File: src/rtl/id_stage.sv
// id_stage: instruction decode with load-use / branch-source stall counter and jump/branch resolution.
// Rev 1.0. Macro DELAY_SLOT_EN: defined keeps IFkill low (delay slot), undefined kills fetch on a transfer.
`default_nettype none

module id_stage (
  input  logic         clk,
  input  logic         IDrst,
  input  logic [95:0]  IFreg,
  input  logic         IDhold,
  output logic [4:0]   rsAddr,
  output logic [4:0]   rtAddr,
  input  logic [31:0]  rsData,
  input  logic [31:0]  rtData,
  input  logic         exMemRead,
  input  logic         exRegWrite,
  input  logic [4:0]   exDest,
  output logic         pcHold,
  output logic         IFhold,
  output logic         IFkill,
  output logic         jflag,
  output logic         jrflag,
  output logic         brflag,
  output logic [31:0]  jPC,
  output logic [31:0]  jrPC,
  output logic [31:0]  brPC,
  output logic [145:0] IDreg
);

  localparam logic [1:0] c_RUN      = 2'd0;
  localparam logic [1:0] c_REL      = 2'd1;
  localparam logic [1:0] c_LONG     = 2'd2;
  localparam logic [5:0] c_OP_RTYPE = 6'h00;
  localparam logic [5:0] c_OP_J     = 6'h02;
  localparam logic [5:0] c_OP_JAL   = 6'h03;
  localparam logic [5:0] c_OP_BEQ   = 6'h04;
  localparam logic [5:0] c_OP_BNE   = 6'h05;
  localparam logic [5:0] c_OP_LW    = 6'h23;
  localparam logic [5:0] c_OP_SW    = 6'h2B;
  localparam logic [5:0] c_FN_JR    = 6'h08;
`ifdef DELAY_SLOT_EN
  localparam logic       c_KILL_EN  = 1'b0;
`else
  localparam logic       c_KILL_EN  = 1'b1;
`endif

  logic [1:0]   r_cnt;
  logic [1:0]   w_cnt_nxt;
  logic [1:0]   w_haz_cnt;
  logic [145:0] r_idreg;
  logic [145:0] w_decoded;
  logic         w_decode;
  logic         w_bubble;

  logic [31:0] w_pc4;
  logic [31:0] w_instr;
  logic [31:0] w_pc8;
  logic [5:0]  w_op;
  logic [5:0]  w_funct;
  logic [4:0]  w_rs;
  logic [4:0]  w_rt;
  logic [4:0]  w_rd;
  logic [31:0] w_imm32;

  logic w_is_r, w_is_jr, w_is_imm, w_is_lw, w_is_sw, w_is_beq, w_is_bne, w_is_j, w_is_jal;
  logic w_zext;
  logic w_alu_src, w_mem_to_reg, w_mem_write, w_mem_read, w_we_raw, w_reg_write, w_link;
  logic [5:0] w_alu_op;
  logic [4:0] w_dest;
  logic w_reads_rs, w_reads_rt, w_hit_rs, w_hit_rt, w_load_use, w_br_src;
  logic w_taken;

  assign w_pc4   = IFreg[95:64];
  assign w_instr = IFreg[63:32];
  assign w_pc8   = IFreg[31:0];
  assign w_op    = w_instr[31:26];
  assign w_rs    = w_instr[25:21];
  assign w_rt    = w_instr[20:16];
  assign w_rd    = w_instr[15:11];
  assign w_funct = w_instr[5:0];

  assign rsAddr = w_rs;
  assign rtAddr = w_rt;

  assign w_is_r   = (w_op == c_OP_RTYPE);
  assign w_is_jr  = w_is_r && (w_funct == c_FN_JR);
  assign w_is_imm = (w_op[5:3] == 3'b001);
  assign w_is_lw  = (w_op == c_OP_LW);
  assign w_is_sw  = (w_op == c_OP_SW);
  assign w_is_beq = (w_op == c_OP_BEQ);
  assign w_is_bne = (w_op == c_OP_BNE);
  assign w_is_j   = (w_op == c_OP_J);
  assign w_is_jal = (w_op == c_OP_JAL);

  // andi/ori/xori take a zero-extended immediate
  assign w_zext  = (w_op == 6'h0C) || (w_op == 6'h0D) || (w_op == 6'h0E);
  assign w_imm32 = w_zext ? {16'h0000, w_instr[15:0]} : {{16{w_instr[15]}}, w_instr[15:0]};

  always_comb begin
    w_alu_src    = 1'b0;
    w_mem_to_reg = 1'b0;
    w_mem_write  = 1'b0;
    w_mem_read   = 1'b0;
    w_we_raw     = 1'b0;
    w_link       = 1'b0;
    w_alu_op     = 6'd0;
    w_dest       = 5'd0;
    if (w_is_r) begin
      w_alu_op = w_funct;
      w_dest   = w_rd;
      w_we_raw = !w_is_jr;
    end else if (w_is_imm) begin
      w_alu_src = 1'b1;
      w_alu_op  = w_op;
      w_dest    = w_rt;
      w_we_raw  = 1'b1;
    end else if (w_is_lw) begin
      w_alu_src    = 1'b1;
      w_mem_to_reg = 1'b1;
      w_mem_read   = 1'b1;
      w_dest       = w_rt;
      w_we_raw     = 1'b1;
    end else if (w_is_sw) begin
      w_alu_src   = 1'b1;
      w_mem_write = 1'b1;
    end else if (w_is_jal) begin
      w_link   = 1'b1;
      w_dest   = 5'd31;
      w_we_raw = 1'b1;
    end
  end

  assign w_reg_write = w_we_raw && (w_dest != 5'd0);
  assign w_decoded   = {w_pc8, rsData, rtData, w_imm32, w_dest, 1'b1, w_link, w_alu_src,
                        w_mem_to_reg, w_mem_write, w_mem_read, w_reg_write, w_alu_op};

  // j/jal carry target bits in the rs field, so they never read rs
  assign w_reads_rs = !(w_is_j || w_is_jal);
  assign w_reads_rt = (w_is_r && !w_is_jr) || w_is_sw || w_is_beq || w_is_bne;
  assign w_hit_rs   = (exDest != 5'd0) && (exDest == w_rs) && w_reads_rs;
  assign w_hit_rt   = (exDest != 5'd0) && (exDest == w_rt) && w_reads_rt;
  assign w_load_use = exMemRead && (w_hit_rs || w_hit_rt);
  assign w_br_src   = ((w_is_beq || w_is_bne) && (w_hit_rs || w_hit_rt)) || (w_is_jr && w_hit_rs);

  always_comb begin
    w_haz_cnt = c_RUN;
    if (w_br_src && exMemRead)       w_haz_cnt = c_LONG;
    else if (w_br_src && exRegWrite) w_haz_cnt = c_REL;
    else if (w_load_use)             w_haz_cnt = c_REL;
  end

  // Detect cycle is the first bubble; the cnt==1 cycle re-decodes without re-checking hazards.
  always_comb begin
    w_cnt_nxt = r_cnt;
    w_decode  = 1'b0;
    w_bubble  = 1'b0;
    if (!IDhold) begin
      if (r_cnt == c_RUN) begin
        if (w_haz_cnt != c_RUN) begin
          w_cnt_nxt = w_haz_cnt;
          w_bubble  = 1'b1;
        end else begin
          w_decode = 1'b1;
        end
      end else begin
        w_cnt_nxt = r_cnt - 2'd1;
        if (r_cnt == c_REL) w_decode = 1'b1;
        else                w_bubble = 1'b1;
      end
    end
  end

  always_ff @(posedge clk or posedge IDrst) begin
    if (IDrst) r_cnt <= c_RUN;
    else       r_cnt <= w_cnt_nxt;
  end

  always_ff @(posedge clk or posedge IDrst) begin
    if (IDrst)         r_idreg <= '0;
    else if (w_decode) r_idreg <= w_decoded;
    else if (w_bubble) r_idreg <= '0;
  end

  assign IDreg   = r_idreg;
  assign w_taken = (w_is_beq && (rsData == rtData)) || (w_is_bne && (rsData != rtData));
  assign jPC     = {w_pc4[31:28], w_instr[25:0], 2'b00};
  assign jrPC    = rsData;
  assign brPC    = w_pc4 + {w_imm32[29:0], 2'b00};

  always_comb begin
    pcHold = !IDrst && !w_decode;
    IFhold = !IDrst && !w_decode;
    jflag  = !IDrst && w_decode && (w_is_j || w_is_jal);
    jrflag = !IDrst && w_decode && w_is_jr;
    brflag = !IDrst && w_decode && w_taken;
    IFkill = c_KILL_EN && (jflag || jrflag || brflag);
  end

endmodule

`default_nettype wire

File: config.mk
export PLATFORM = sky130hd
export DESIGN_NAME = id_stage
export DESIGN_NICKNAME = d
export VERILOG_FILES = /design/src/rtl/id_stage.sv
export SDC_FILE = /design/constraint.sdc
export NUM_CORES = 1
export LEC_CHECK = 0
export ABC_CLOCK_PERIOD_IN_PS = 15900
export CELL_PAD_IN_SITES_DETAIL_PLACEMENT = 0
export CELL_PAD_IN_SITES_GLOBAL_PLACEMENT = 1
export CORE_MARGIN = 4
export CORE_UTILIZATION = 31
export DETAILED_ROUTE_END_ITERATION = 10
export PLACE_DENSITY = 0.84
export SLEW_MARGIN = 15
export SYNTH_ARGS = -nofsm -noshare
export SYNTH_HDL_FRONTEND = slang
export SYNTH_SLANG_ARGS = --single-unit
File: constraint.sdc
create_clock -name clk -period 15.9 [get_ports clk]
set_input_delay 3.975 -clock clk [delete_from_list [all_inputs] [get_ports clk]]
set_output_delay 3.975 -clock clk [all_outputs]
set_load 0.01 [all_outputs]
* Word level (Yosys, flattened, before mapping)
Index checks and enable logic that the tools add are counted.
** Cells by class
- Eq/ne operators :: 17
- Shifts and indexed selects :: 0
- Div/mod/pow operators :: 0
- Reduce and logical (&&, ||, !) cells :: 42
- Multipliers :: 0
- Muxes and demuxes :: 41
- Bitwise gates (word level) :: 1
- Magnitude comparators :: 0
- Add/sub/neg operators :: 2
** Operators with widths (count)
- two-way mux 146 bit :: 2
- adder 32 bit :: 1
- equality test 32 bit :: 1
- two-way mux 32 bit :: 1
- != test 32 bit :: 1
- two-way mux 1 bit :: 28
- two-way mux 5 bit :: 5
- equality test 6 x 4 -> 1 bit (second input constant) :: 4
- logical AND 1 bit :: 19
- equality test 6 x 2 -> 1 bit (second input constant) :: 2
- equality test 6 x 3 -> 1 bit (second input constant) :: 2
- equality test 6 bit (second input constant) :: 2
- logical OR 1 bit :: 12
- two-way mux 6 bit :: 2
- equality test 5 bit :: 2
- nonzero test 5 bit :: 2
- logical NOT 6 bit :: 1
- two-way mux 2 bit :: 3
- logical NOT 1 bit :: 4
- nonzero test 2 bit :: 2
- equality test 3 x 1 -> 1 bit (second input constant) :: 1
- equality test 2 x 1 -> 1 bit (second input constant) :: 1
- logical NOT 2 bit :: 1
- != test 2 x 1 -> 1 bit (second input constant) :: 1
- other kinds (3) :: 3
** Storage, ports and cells
- Memory bits (read-only) :: 0
- Output and inout port bits :: 258
- Register bits after elaboration :: 148
- Bits in latches :: 0
- Logic and storage cells :: 105
- Bits in writable memories :: 0
- Memories kept :: 0
- Input port bits :: 170

* Logic depth before layout (Yosys ltp)
- Word-level depth :: 22
- Gate-level depth with buffers :: 12

* Worst setup path before layout
Ideal clock, no wire load.
- Path type :: in2out
- Start :: input IDrst
- End :: output brflag
- Path buffers :: 0
- Setup slack :: 4666 ps
- Data required time :: 11925 ps
- Arrival time :: 7259 ps
- Cell stages on the path :: 2
- Cell sequence :: inv_1 -> and3_1
** On the way
- Longest elaborated chain between the ends :: 3
** Ends and longest elaborated chain
- start: declaration :: line 7 : input logic IDrst,
- logical NOT 1 bit :: line 194 : brflag = !IDrst && w_decode && w_taken;
- logical AND 1 bit (2 in series) :: line 194
- end: declaration :: line 22 : output logic brflag,
Every way passes these cells.

* Worst setup path in the final report
- Start :: input IFreg[61]
- End :: output brPC[28]
** On the way
- Longest elaborated chain between the ends :: 5
- Elaborated cells on any way between the ends :: 7
- Classes of those cells :: add/sub: 1; eq/ne: 3; mux: 1; reduce/logical: 2
** Ends and longest elaborated chain
- start: declaration :: line 8 : input logic [95:0] IFreg,
- equality test 6 x 4 -> 1 bit :: line 95 : assign w_zext = (w_op == 6'h0C) || (w_op == 6'h0D) || (w_op == 6'h0E);
- logical OR 1 bit :: line 95
- logical OR 1 bit (*) :: line 95
- two-way mux 32 bit (*) :: line 96 : assign w_imm32 = w_zext ? {16'h0000, w_instr[15:0]} : {{16{w_instr[15]}}, w_instr[15:0]};
- adder 32 bit (*) :: line 187 : assign brPC = w_pc4 + {w_imm32[29:0], 2'b00};
- end: declaration :: line 25 : output logic [31:0] brPC,
Every way passes the cells marked *; elsewhere a longest branch is shown, timed or not.

==> impl_metrics.py <==
metrics = {
    "cts": {
        "clockBufferDepth": 2,
        "cts_sinks": 132,
        "cts_setup_buffers": 0,
        "cts.repair.resized": 0,
        "cts_hold_buf": 0,
        "cts-root-buf": "clkbuf_16",
        "path_clk_slew_ns": 0.07,
        "cts_tree": "yes",
        "cts.htree.levels": 4,
        "cts_buffers": 17,
        "clock_latency_ns": 0.42,
    },
    "timing": {
        "rsz0062_at_grt": "false",
        "whs_ns": 0.4807,
        "fin_crit_sh": 0.7965,
        "fmax_ghz": 0.07896,
        "tightest_slew_ns": 1.004,
        "clock_skew_ns": 0.01240,
        "hold_viol_final": 0,
        "finalCriticalPeriod_ns": 12.66,
        "setup_violations": 0,
        "drv_slew": 0,
        "finalSetupTns_ns": 0,
        "slew_headroom": 0.3306,
    },
    "min_path": {
        "hold_depth": 2,
        "whs_endpoint": "IDreg[6]",
        "worstHoldStart": "IDreg[6]",
        "hp-class": "reg2reg",
    },
    "global_routing": {
        "grt-ovfl-total": 0,
        "antenna_found_initial": 4,
        "grt_usage": 0.2189,
        "grt_max_degree": 88,
        "grt_pass1_vias": 7323,
        "grt_first_pass_wirelength_um": 47390,
    },
    "power_and_ir_drop": {
        "power_leakage_nw": 5.141,
        "clockPowerShare": 0.267,
        "p_int_mw": 0.9551,
        "power_mw": 1.459,
        "p_comb_frac": 0.413,
        "p_per_area_nw_per_um2": 118.9,
        "ir_drop_v": 0.00006223,
        "p_sw_frac": 0.3455,
        "p_switching_mw": 0.5042,
        "seqPwrFrac": 0.320,
    },
    "route": {
        "antenna_left": 0,
        "routed_via_density": 5.195,
        "wl_um": 32440,
        "avgRoutedWirePerCell_um": 22.53,
        "firstDrtPassIters": 4,
        "drc_errors": 0,
        "vias": 7481,
        "first_iter_violations": 493,
    },
    "worst_setup_path": {
        "ff2ff_setup_slack_ns": 13.26,
        "timing.rr.end": "IDreg[120]",
        "critPathRequiredTime_ns": 11.93,
        "worstSetupPathDepth": 13,
        "crit_chain": "clkdlybuf4s50_1 -> nor3b_1 -> nand2_1 -> o21ai_0 -> inv_1 -> ha_1 -> a211oi_1 -> nor2_1 -> o41ai_1 -> mux2i_1 -> o21ai_0 -> nor3b_1 -> clkdlybuf4s50_1",
        "critPathMaxStageDelay_ns": 0.60,
        "worstPathArrival_ns": 8.69,
        "worst-setup-path-type": "in2out",
        "setup.worst_path.start": "IFreg[61]",
        "critPathSlowestCell": "clkdlybuf4s50_1",
        "cp-end-kind": "primary output",
        "r2r_start": "r_cnt[1]",
        "crit_buf_inv": 3,
        "reg2reg_depth": 4,
        "cp-start-kind": "primary input",
        "crit_family": "buffers and inverters",
        "cp_max_fo": 13,
    },
    "synth": {
        "syn_inst": 782,
        "synthTopCellsByArea": "dfrtp_1, a22o_1, buf_4",
        "yosys_warnings": 0,
        "yosysTopAreaCell": "dfrtp_1",
        "synth_edf_count": 0,
        "ys.flop_type": "dfrtp_1",
        "synth_top_area_frac": 0.4183,
        "netlist-cell-type-count": 61,
        "mappedNetlistArea_sq_um": 7898,
        "syn_area_per_cell_sq_um": 10.10,
        "postSynth.asyncResetShare": 1.000,
        "ys_seq_area_frac": 0.4183,
        "ys_seq_elements": 132,
    },
    "placed_design": {
        "io_buffer_count": 421,
        "dpl.hpwl_um": 25410,
        "gp_routability_congestion": 0.8679,
    },
    "status": {
        "run_status": "completed",
    },
    "die": {
        "initial_core_util": 0.3145,
        "die_w_um": 167.6,
        "die_y_um": 167.6,
        "ios": 428,
        "core-area_sq_um": 25110,
        "row_count": 58,
        "dieArea_sq_um": 28090,
    },
    "job": {
        "max-cap-violations": 0,
    },
    "final_layout": {
        "synthToLayoutAreaGrowth_pct": 55.43,
        "nets": 1296,
        "layout_commonest_cell": "clkdlybuf4s50_1",
        "drive_above_1_share": 0.03877,
        "final_util": 0.4889,
        "layout_common_cells": "clkdlybuf4s50_1, dfrtp_1, a22o_1, nand2_1, xor2_1",
    },
}
-- worst max path at each step --
stage	endpoint	slack, ns
5_1_grt	brPC[28]	2.86
2_1_floorplan	brflag	4.67
6_report	brPC[28]	3.24
3_3_place_gp	brPC[28]	3.31
4_1_cts	brPC[28]	3.12
3_5_place_dp	brPC[28]	3.19
-- cell families (layout without fill, tap and decap cells) --
logic type	Yosys count	count (layout)	share of synthesized area
other cells	1	3	0.0004748
mux	1	1	0.001267
simple gates	154	154	0.1006
fa+ha+maj	30	30	0.04848
flops	132	132	0.4183
buf+inv	144	470	0.1180
xor+xnor	68	68	0.07541
compound gates	252	252	0.2375
-- routing by layer --
metal,vias up,part of all wire,track usage,wire [um]
met1,3695,0.43,0.2903,13880
met2,287,0.49,0.3610,15840
li1,3453,-,-,-
met3,40,0.063,0.05264,2056
met4,6,0.019,0.05681,626
met5,-,0.00092,0,30
-- synthesized netlist by cell type, drive strengths merged, types with 4 or more instances --
cell,number
a211oi,5
a21o,5
a21oi,41
a22o,112
a311oi,4
a31oi,5
and3,9
buf,107
clkbuf,24
dfrtp,132
ha,29
inv,13
nand2,49
nand3,13
nand4,11
nor2,21
nor2b,6
nor3,9
nor4,13
o211ai,5
o21ai,34
o221ai,6
xnor2,27
xor2,41
-- worst min-delay path: stages, from the launching register on --
cell     delay, ns
dfrtp_1       0.34
nand2_1       0.05
o21ai_0       0.06
-- per-stage QoR --
step	worst slack, ns	instance area [sq um]	cells
after floorplan	4.666	7901	783
after global placement	3.312	11690	1407
after detailed placement	3.188	11690	1407
after CTS	3.118	12270	1439
after global routing	2.856	12280	1440
final	3.235	12280	1440
-- registers in the layout, summed over array words and instances, names as in the netlist --
name and count:
IDreg 130, r_cnt 2
-- power by group through the flow --
stage / Combinational, mW / Clock (mW) / Sequential [mW]
finish: 0.603 / 0.390 / 0.466
detailed placement: 0.608 / 0 / 0.471
floorplan: 0.241 / 0 / 0.505
global route: 0.639 / 0.414 / 0.477
global placement: 0.607 / 0 / 0.468
CTS: 0.611 / 0.398 / 0.466
-- area by class of cell --
type	instances	area (sq um)
antenna	1	2.502
clock inverter	15	158.9
sequential	132	3303
inverter	13	53.80
tap	330	412.9
multi-input combinational	507	3677
fill	2423	12830
timing repair buffer	425	4242
clock buffer	17	425.4
Note: power is estimated with default switching activity, not from simulation.
